==> config.mk <==
export PLATFORM = sky130hd
export DESIGN_NAME = shift_reg_seq_flat
export DESIGN_NICKNAME = d
export VERILOG_FILES = /design/src/rtl/shift_reg_pkg.sv /design/src/rtl/shift_reg_seq_if.sv /design/src/rtl/shift_reg_step.sv /design/src/rtl/shift_reg_seq.sv /design/src/flat_wrapper.sv
export SDC_FILE = /design/constraint.sdc
export NUM_CORES = 1
export LEC_CHECK = 0
export BUFFER_PORTS_ARGS = -buffer_cell sky130_fd_sc_hd__buf_2
export CORE_UTILIZATION = 35
export DETAILED_ROUTE_END_ITERATION = 12
export PLACE_DENSITY = 0.69
export SLEW_MARGIN = 15
export SYNTH_ARGS = -nofsm -noshare
export SYNTH_HDL_FRONTEND = slang
export SYNTH_SLANG_ARGS = --single-unit
==> constraint.sdc <==
create_clock -name clock -period 3.04 [get_ports clock]
set_clock_uncertainty 0.1 [all_clocks]
set_input_delay 0.608 -clock clock [delete_from_list [all_inputs] [get_ports clock]]
set_output_delay 0.608 -clock clock [all_outputs]
set_load 0.03 [all_outputs]
==> src/rtl/shift_reg_pkg.sv <==
// Shared definitions for the sequenced shift register: shift modes and FSM states.
package shift_reg_pkg;

  typedef enum logic [2:0] {
    MODE_HOLD = 3'b000,
    MODE_SHL  = 3'b001,
    MODE_SHR  = 3'b010,
    MODE_ROL  = 3'b011,
    MODE_ROR  = 3'b100,
    MODE_ASR  = 3'b101,
    MODE_RSV6 = 3'b110,
    MODE_RSV7 = 3'b111
  } mode_t;

  typedef enum logic {
    IDLE  = 1'b0,
    SHIFT = 1'b1
  } state_t;

  // True for modes that actually move bits (HOLD and reserved only count down).
  function automatic logic mode_moves(input mode_t m);
    return (m == MODE_SHL) || (m == MODE_SHR) || (m == MODE_ROL) ||
           (m == MODE_ROR) || (m == MODE_ASR);
  endfunction

endpackage

==> src/rtl/shift_reg_seq_if.sv <==
// Command/status bundle for shift_reg_seq; master drives commands, slave is the register.
interface shift_reg_seq_if #(
  parameter int WIDTH = 8
);
  localparam int CNT_W = $clog2(WIDTH + 1);

  logic             load;
  logic [WIDTH-1:0] data;
  logic [2:0]       sel;
  logic             start;
  logic [CNT_W-1:0] amount;
  logic             ser_in;
  logic [WIDTH-1:0] shiftreg;
  logic             ser_out;
  logic             busy;
  logic             done;

  modport master (
    output load, data, sel, start, amount, ser_in,
    input  shiftreg, ser_out, busy, done
  );

  modport slave (
    input  load, data, sel, start, amount, ser_in,
    output shiftreg, ser_out, busy, done
  );

endinterface

==> src/rtl/shift_reg_step.sv <==
// Combinational single-step shift: next register value and the bit that leaves it.
module shift_reg_step
  import shift_reg_pkg::*;
#(
  parameter int WIDTH = 8
) (
  input  logic [WIDTH-1:0] cur,
  input  mode_t            mode,
  input  logic             ser_in,
  output logic [WIDTH-1:0] nxt,
  output logic             out_bit
);

  always_comb begin
    nxt     = cur;
    out_bit = 1'b0;
    case (mode)
      MODE_SHL: begin
        nxt     = {cur[WIDTH-2:0], ser_in};
        out_bit = cur[WIDTH-1];
      end
      MODE_SHR: begin
        nxt     = {ser_in, cur[WIDTH-1:1]};
        out_bit = cur[0];
      end
      MODE_ROL: begin
        nxt     = {cur[WIDTH-2:0], cur[WIDTH-1]};
        out_bit = cur[WIDTH-1];
      end
      MODE_ROR: begin
        nxt     = {cur[0], cur[WIDTH-1:1]};
        out_bit = cur[0];
      end
      MODE_ASR: begin
        nxt     = {cur[WIDTH-1], cur[WIDTH-1:1]};
        out_bit = cur[0];
      end
      default: begin
        nxt     = cur;
        out_bit = 1'b0;
      end
    endcase
  end

endmodule

==> src/rtl/shift_reg_seq.sv <==
// Universal shift register with a sequenced N-step shift engine and busy/done handshake.
module shift_reg_seq
  import shift_reg_pkg::*;
#(
  parameter int WIDTH = 8
) (
  input  logic          clock,
  input  logic          reset,
  shift_reg_seq_if.slave bus
);

  localparam int CNT_W = $clog2(WIDTH + 1);

  state_t           state, state_n;
  mode_t            mode_q;
  logic [CNT_W-1:0] cnt;
  logic [WIDTH-1:0] shreg;
  logic             ser_q;
  logic             done_q;
  logic             busy_c;
  logic [WIDTH-1:0] step_nxt;
  logic             step_out;
  logic             last_step;

  shift_reg_step #(.WIDTH(WIDTH)) u_step (
    .cur     (shreg),
    .mode    (mode_q),
    .ser_in  (bus.ser_in),
    .nxt     (step_nxt),
    .out_bit (step_out)
  );

  assign last_step = (cnt == CNT_W'(1));

  always_ff @(posedge clock or negedge reset) begin
    if (!reset) state <= IDLE;
    else        state <= state_n;
  end

  always_comb begin
    state_n = state;
    case (state)
      IDLE:    if (!bus.load && bus.start && (bus.amount != '0)) state_n = SHIFT;
      SHIFT:   if (bus.load || last_step) state_n = IDLE;
      default: state_n = IDLE;
    endcase
  end

  // Load outranks a pending step and aborts the sequence without a done pulse.
  always_ff @(posedge clock or negedge reset) begin
    if (!reset) begin
      shreg  <= '0;
      ser_q  <= 1'b0;
      cnt    <= '0;
      mode_q <= MODE_HOLD;
      done_q <= 1'b0;
    end else begin
      done_q <= 1'b0;
      if (bus.load) begin
        shreg <= bus.data;
      end else if (state == SHIFT) begin
        shreg <= step_nxt;
        if (mode_moves(mode_q)) ser_q <= step_out;
        cnt <= cnt - CNT_W'(1);
        if (last_step) done_q <= 1'b1;
      end else if (bus.start) begin
        mode_q <= mode_t'(bus.sel);
        cnt    <= bus.amount;
        if (bus.amount == '0) done_q <= 1'b1;
      end
    end
  end

  always_comb begin
    busy_c = (state == SHIFT);
  end

  assign bus.shiftreg = shreg;
  assign bus.ser_out  = ser_q;
  assign bus.busy     = busy_c;
  assign bus.done     = done_q;

endmodule

==> src/flat_wrapper.sv <==
// flat-port wrapper written by rule: the top's interface ports become plain ports
module shift_reg_seq_flat import shift_reg_pkg::*;
#(
  parameter int WIDTH = 8
)
  (clock, reset, bus_load, bus_data, bus_sel, bus_start, bus_amount, bus_ser_in, bus_shiftreg, bus_ser_out, bus_busy, bus_done);
  shift_reg_seq_if #(.WIDTH(WIDTH)) bus_i ();
  input  logic clock;
  input  logic reset;
  input wire logic [$bits(bus_i.load)-1:0] bus_load;
  input wire logic [$bits(bus_i.data)-1:0] bus_data;
  input wire logic [$bits(bus_i.sel)-1:0] bus_sel;
  input wire logic [$bits(bus_i.start)-1:0] bus_start;
  input wire logic [$bits(bus_i.amount)-1:0] bus_amount;
  input wire logic [$bits(bus_i.ser_in)-1:0] bus_ser_in;
  output wire logic [$bits(bus_i.shiftreg)-1:0] bus_shiftreg;
  output wire logic [$bits(bus_i.ser_out)-1:0] bus_ser_out;
  output wire logic [$bits(bus_i.busy)-1:0] bus_busy;
  output wire logic [$bits(bus_i.done)-1:0] bus_done;
  assign bus_i.load = bus_load;
  assign bus_i.data = bus_data;
  assign bus_i.sel = bus_sel;
  assign bus_i.start = bus_start;
  assign bus_i.amount = bus_amount;
  assign bus_i.ser_in = bus_ser_in;
  assign bus_shiftreg = bus_i.shiftreg;
  assign bus_ser_out = bus_i.ser_out;
  assign bus_busy = bus_i.busy;
  assign bus_done = bus_i.done;
  shift_reg_seq #(.WIDTH(WIDTH)) u_core (.clock(clock), .reset(reset), .bus(bus_i));
endmodule
==> results.json <==
{
  "p_leak_nw": 0.636,
  "cp_slowest_cell": "dfrtp_1",
  "drc": 0,
  "max_freq_mhz": 431,
  "seq_area_frac_synth": 0.375,
  "p_sw_frac": 0.423,
  "htreeDepth": 1,
  "cts.sinks": 18,
  "rsz0062_at_grt": "false",
  "syn_avg_cell_area_um2": 8.23,
  "grt_pass1_vias": 1119,
  "crit_type": "reg -> reg",
  "pin_count": 31,
  "hold_viol_final": 0,
  "gp_congestion": 0.873,
  "antenna_cells": 0,
  "antenna_left": 0,
  "grt_max_degree": 30,
  "overflow": 0,
  "port_buffers": 30,
  "rows": 20,
  "synth_seq_cells": 18,
  "synth-edff-count": 0,
  "setup_violations": 0,
  "synth_commonest_cells": "dfrtp_1, a21oi_1, nand2_1",
  "clock_power_share": 0.177,
  "cts_hold_buf": 0,
  "fin_area_um2": 1410,
  "root_buffer": "clkbuf_4",
  "synth.distinct_cells": 36,
  "cts_buffers": 3,
  "crit_buf_inv": 1,
  "cp-start-kind": "flop",
  "synthToLayoutAreaGrowth_pct": 17.0,
  "die_x_um": 60.6,
  "clkTransAtPathRegs_ns": 0.11,
  "p_comb_frac": 0.401,
  "dr.pass1.iters": 4,
  "min_path_type": "in -> async",
  "yosysTopAreaCell": "dfrtp_1",
  "worstMarginPinSlew_ns": 0.493,
  "ir_worst_vdd_mv": 0.175,
  "p_per_area_nw_per_um2": 602,
  "period_needed_ns": 2.32,
  "slew_violations": 0,
  "wire_per_inst_um": 14.1,
  "drv_cap": 0,
  "track_usage": 0.185,
  "drt_wl_total_mm": 3.04,
  "postSynthNetCount": 170,
  "synth.top_cell.area_share": 0.375,
  "async_reset_ff_frac": 1.00,
  "cts_tree": "built",
  "max_slew_margin": 0.671,
  "cp_max_fo": 15,
  "num_vias": 1181,
  "coreArea_um2": 3150,
  "fp.dieH_um": 60.6,
  "cts_setup_buffers": 0,
  "antenna_found_initial": 0,
  "critPathTopFamily": "flip-flops",
  "status": "finished clean",
  "critPathCaptureType": "flop",
  "hpwl_mm": 2.25,
  "fin_crit_sh": 0.763,
  "power.internal_mw": 0.488,
  "netlist_instances": 146,
  "drt_first_iter_violations": 71,
  "start_util": 0.381,
  "ys.flop_type": "dfrtp_1",
  "place_area_um2": 1370,
  "layout-drive-gt1-share": 0.216,
  "yosysMostFrequentCell": "dfrtp_1",
  "ctsResizeCount": 0,
  "pwr-share-seq": 0.422,
  "crit_arrival_ns": 2.43,
  "crit_path_max_incr_delay_ns": 0.53,
  "final.setup.tns_ns": 0,
  "clkLatencyLatePin_ns": 0.30,
  "crit_path_cell_trace": "inv_1, ha_1, or3b_2, a21oi_1, a2111oi_0, o31ai_1",
  "ys_top_cells_by_area": "dfrtp_1, a21oi_1, o31ai_1, nand2_1, inv_1",
  "p_switching_mw": 0.358,
  "die-area_um2": 3670,
  "num-nets-final": 196,
  "grt_pass1_wl_mm": 5.00,
  "syn_area_um2": 1200,
  "viasPerCell": 5.49,
  "yosys_warnings": 0,
  "clockBufferDepth": 2,
  "required_ns": 3.15
}
state kept, by name (all words and copies together) (netlist names):
| name | cells |
|---|---|
| u_core.cnt | 4 |
| u_core.bus.busy | 1 |
| u_core.bus.ser_out | 1 |
| u_core.bus.shiftreg | 8 |
| u_core.bus.done | 1 |
| u_core.mode_q | 3 |
routing by layer:
| metal | part of all wire | routed length [um] | vias up | track usage |
|---|---|---|---|---|
| li1 | - | - | 585 | - |
| met1 | 0.46 | 1410 | 553 | 0.240 |
| met2 | 0.48 | 1450 | 36 | 0.303 |
| met3 | 0.037 | 113 | 7 | 0.0213 |
| met4 | 0.021 | 63 | 0 | 0.0974 |
| met5 | 0 | 0 | - | 0 |
path summary, 6_finish.rpt:
path,start,endpoint,slack (ns),depth (start not counted)
max in group asynchronous,reset,u_core.mode_q[1],2.43,1
max reg2reg,u_core.mode_q[1],u_core.bus.shiftreg[6],0.72,6
max,u_core.mode_q[1],u_core.bus.shiftreg[6],0.72,6
min,reset,u_core.bus.done,0.12,1
min in group clock,bus_sel[2],u_core.mode_q[2],0.41,3
min reg2reg,u_core.bus.ser_out,u_core.bus.ser_out,0.44,2
power by group through the flow:
stage	Combinational [mW]	Clock [mW]	Sequential, mW
after floorplan	0.225	0	0.375
after global placement	0.329	0	0.357
after detailed placement	0.338	0	0.360
after CTS	0.340	0.154	0.356
after global routing	0.381	0.167	0.369
final	0.339	0.150	0.357
worst reg2reg max path: cells and delay by family, from the launching register on:
kind | cells | cell delay [ns]
AOI/OAI and AO/OA | 3 | 0.48
adders and majority gates | 1 | 0.49
buffers and inverters | 1 | 0.14
DFF | 1 | 0.53
and+or+nand+nor | 1 | 0.50
logic make-up (layout without fill, tap and decap cells):
kind of cell / after synthesis / in the layout / synth area share
flops: 18 / 18 / 0.375
simple gates: 45 / 45 / 0.193
buf+inv: 23 / 48 / 0.0750
compound gates: 56 / 56 / 0.316
fa+ha+maj: 4 / 4 / 0.0417
metrics by stage:
| stage | instances | utilization | hold slack [ns] | worst slack (ns) | power (mW) |
|---|---|---|---|---|---|
| CTS | 215 | 0.446 | 0.131 | 0.730 | 0.850 |
| global placement | 211 | 0.434 | 0.416 | 0.855 | 0.685 |
| detailed placement | 211 | 0.434 | 0.417 | 0.767 | 0.698 |
| finish | 215 | 0.446 | 0.116 | 0.720 | 0.846 |
| floorplan | 146 | - | 0.212 | 1.07 | 0.601 |
| global route | 215 | 0.446 | 0.140 | 0.576 | 0.917 |
layout make-up:
type                       count  area (um^2)
fill                         332         1750
multi-input combinational    105          661
sequential                    18          450
timing repair buffer          30          150
tap                           44         55.1
inverter                      14         52.6
clock buffer                   4         36.3
cells in the final DEF, fill, tap and decap left out, drive strengths merged:
cell     synthesis  final
a22o             3      3
o21ba            1      1
nor4             1      1
a2111oi          1      1
inv             14     14
nand3            1      1
ha               4      4
o21bai           2      2
clkbuf           7      4
or3              3      3
a32oi            3      3
and3             1      1
a22oi            3      3
nor3b            2      2
o221ai           1      1
a221oi           1      1
o31ai            8      8
nor2b            3      3
or3b             2      2
a21oi           18     18
a211oi           2      2
buf              2     30
nor4bb           2      2
o31a             1      1
dfrtp           18     18
o311ai           1      1
o211ai           3      3
o21ai            5      5
nand2b           4      4
nor2            10     10
nor3             1      1
nand2           15     15
o22ai            3      3
(Power assumes the default switching activity.)
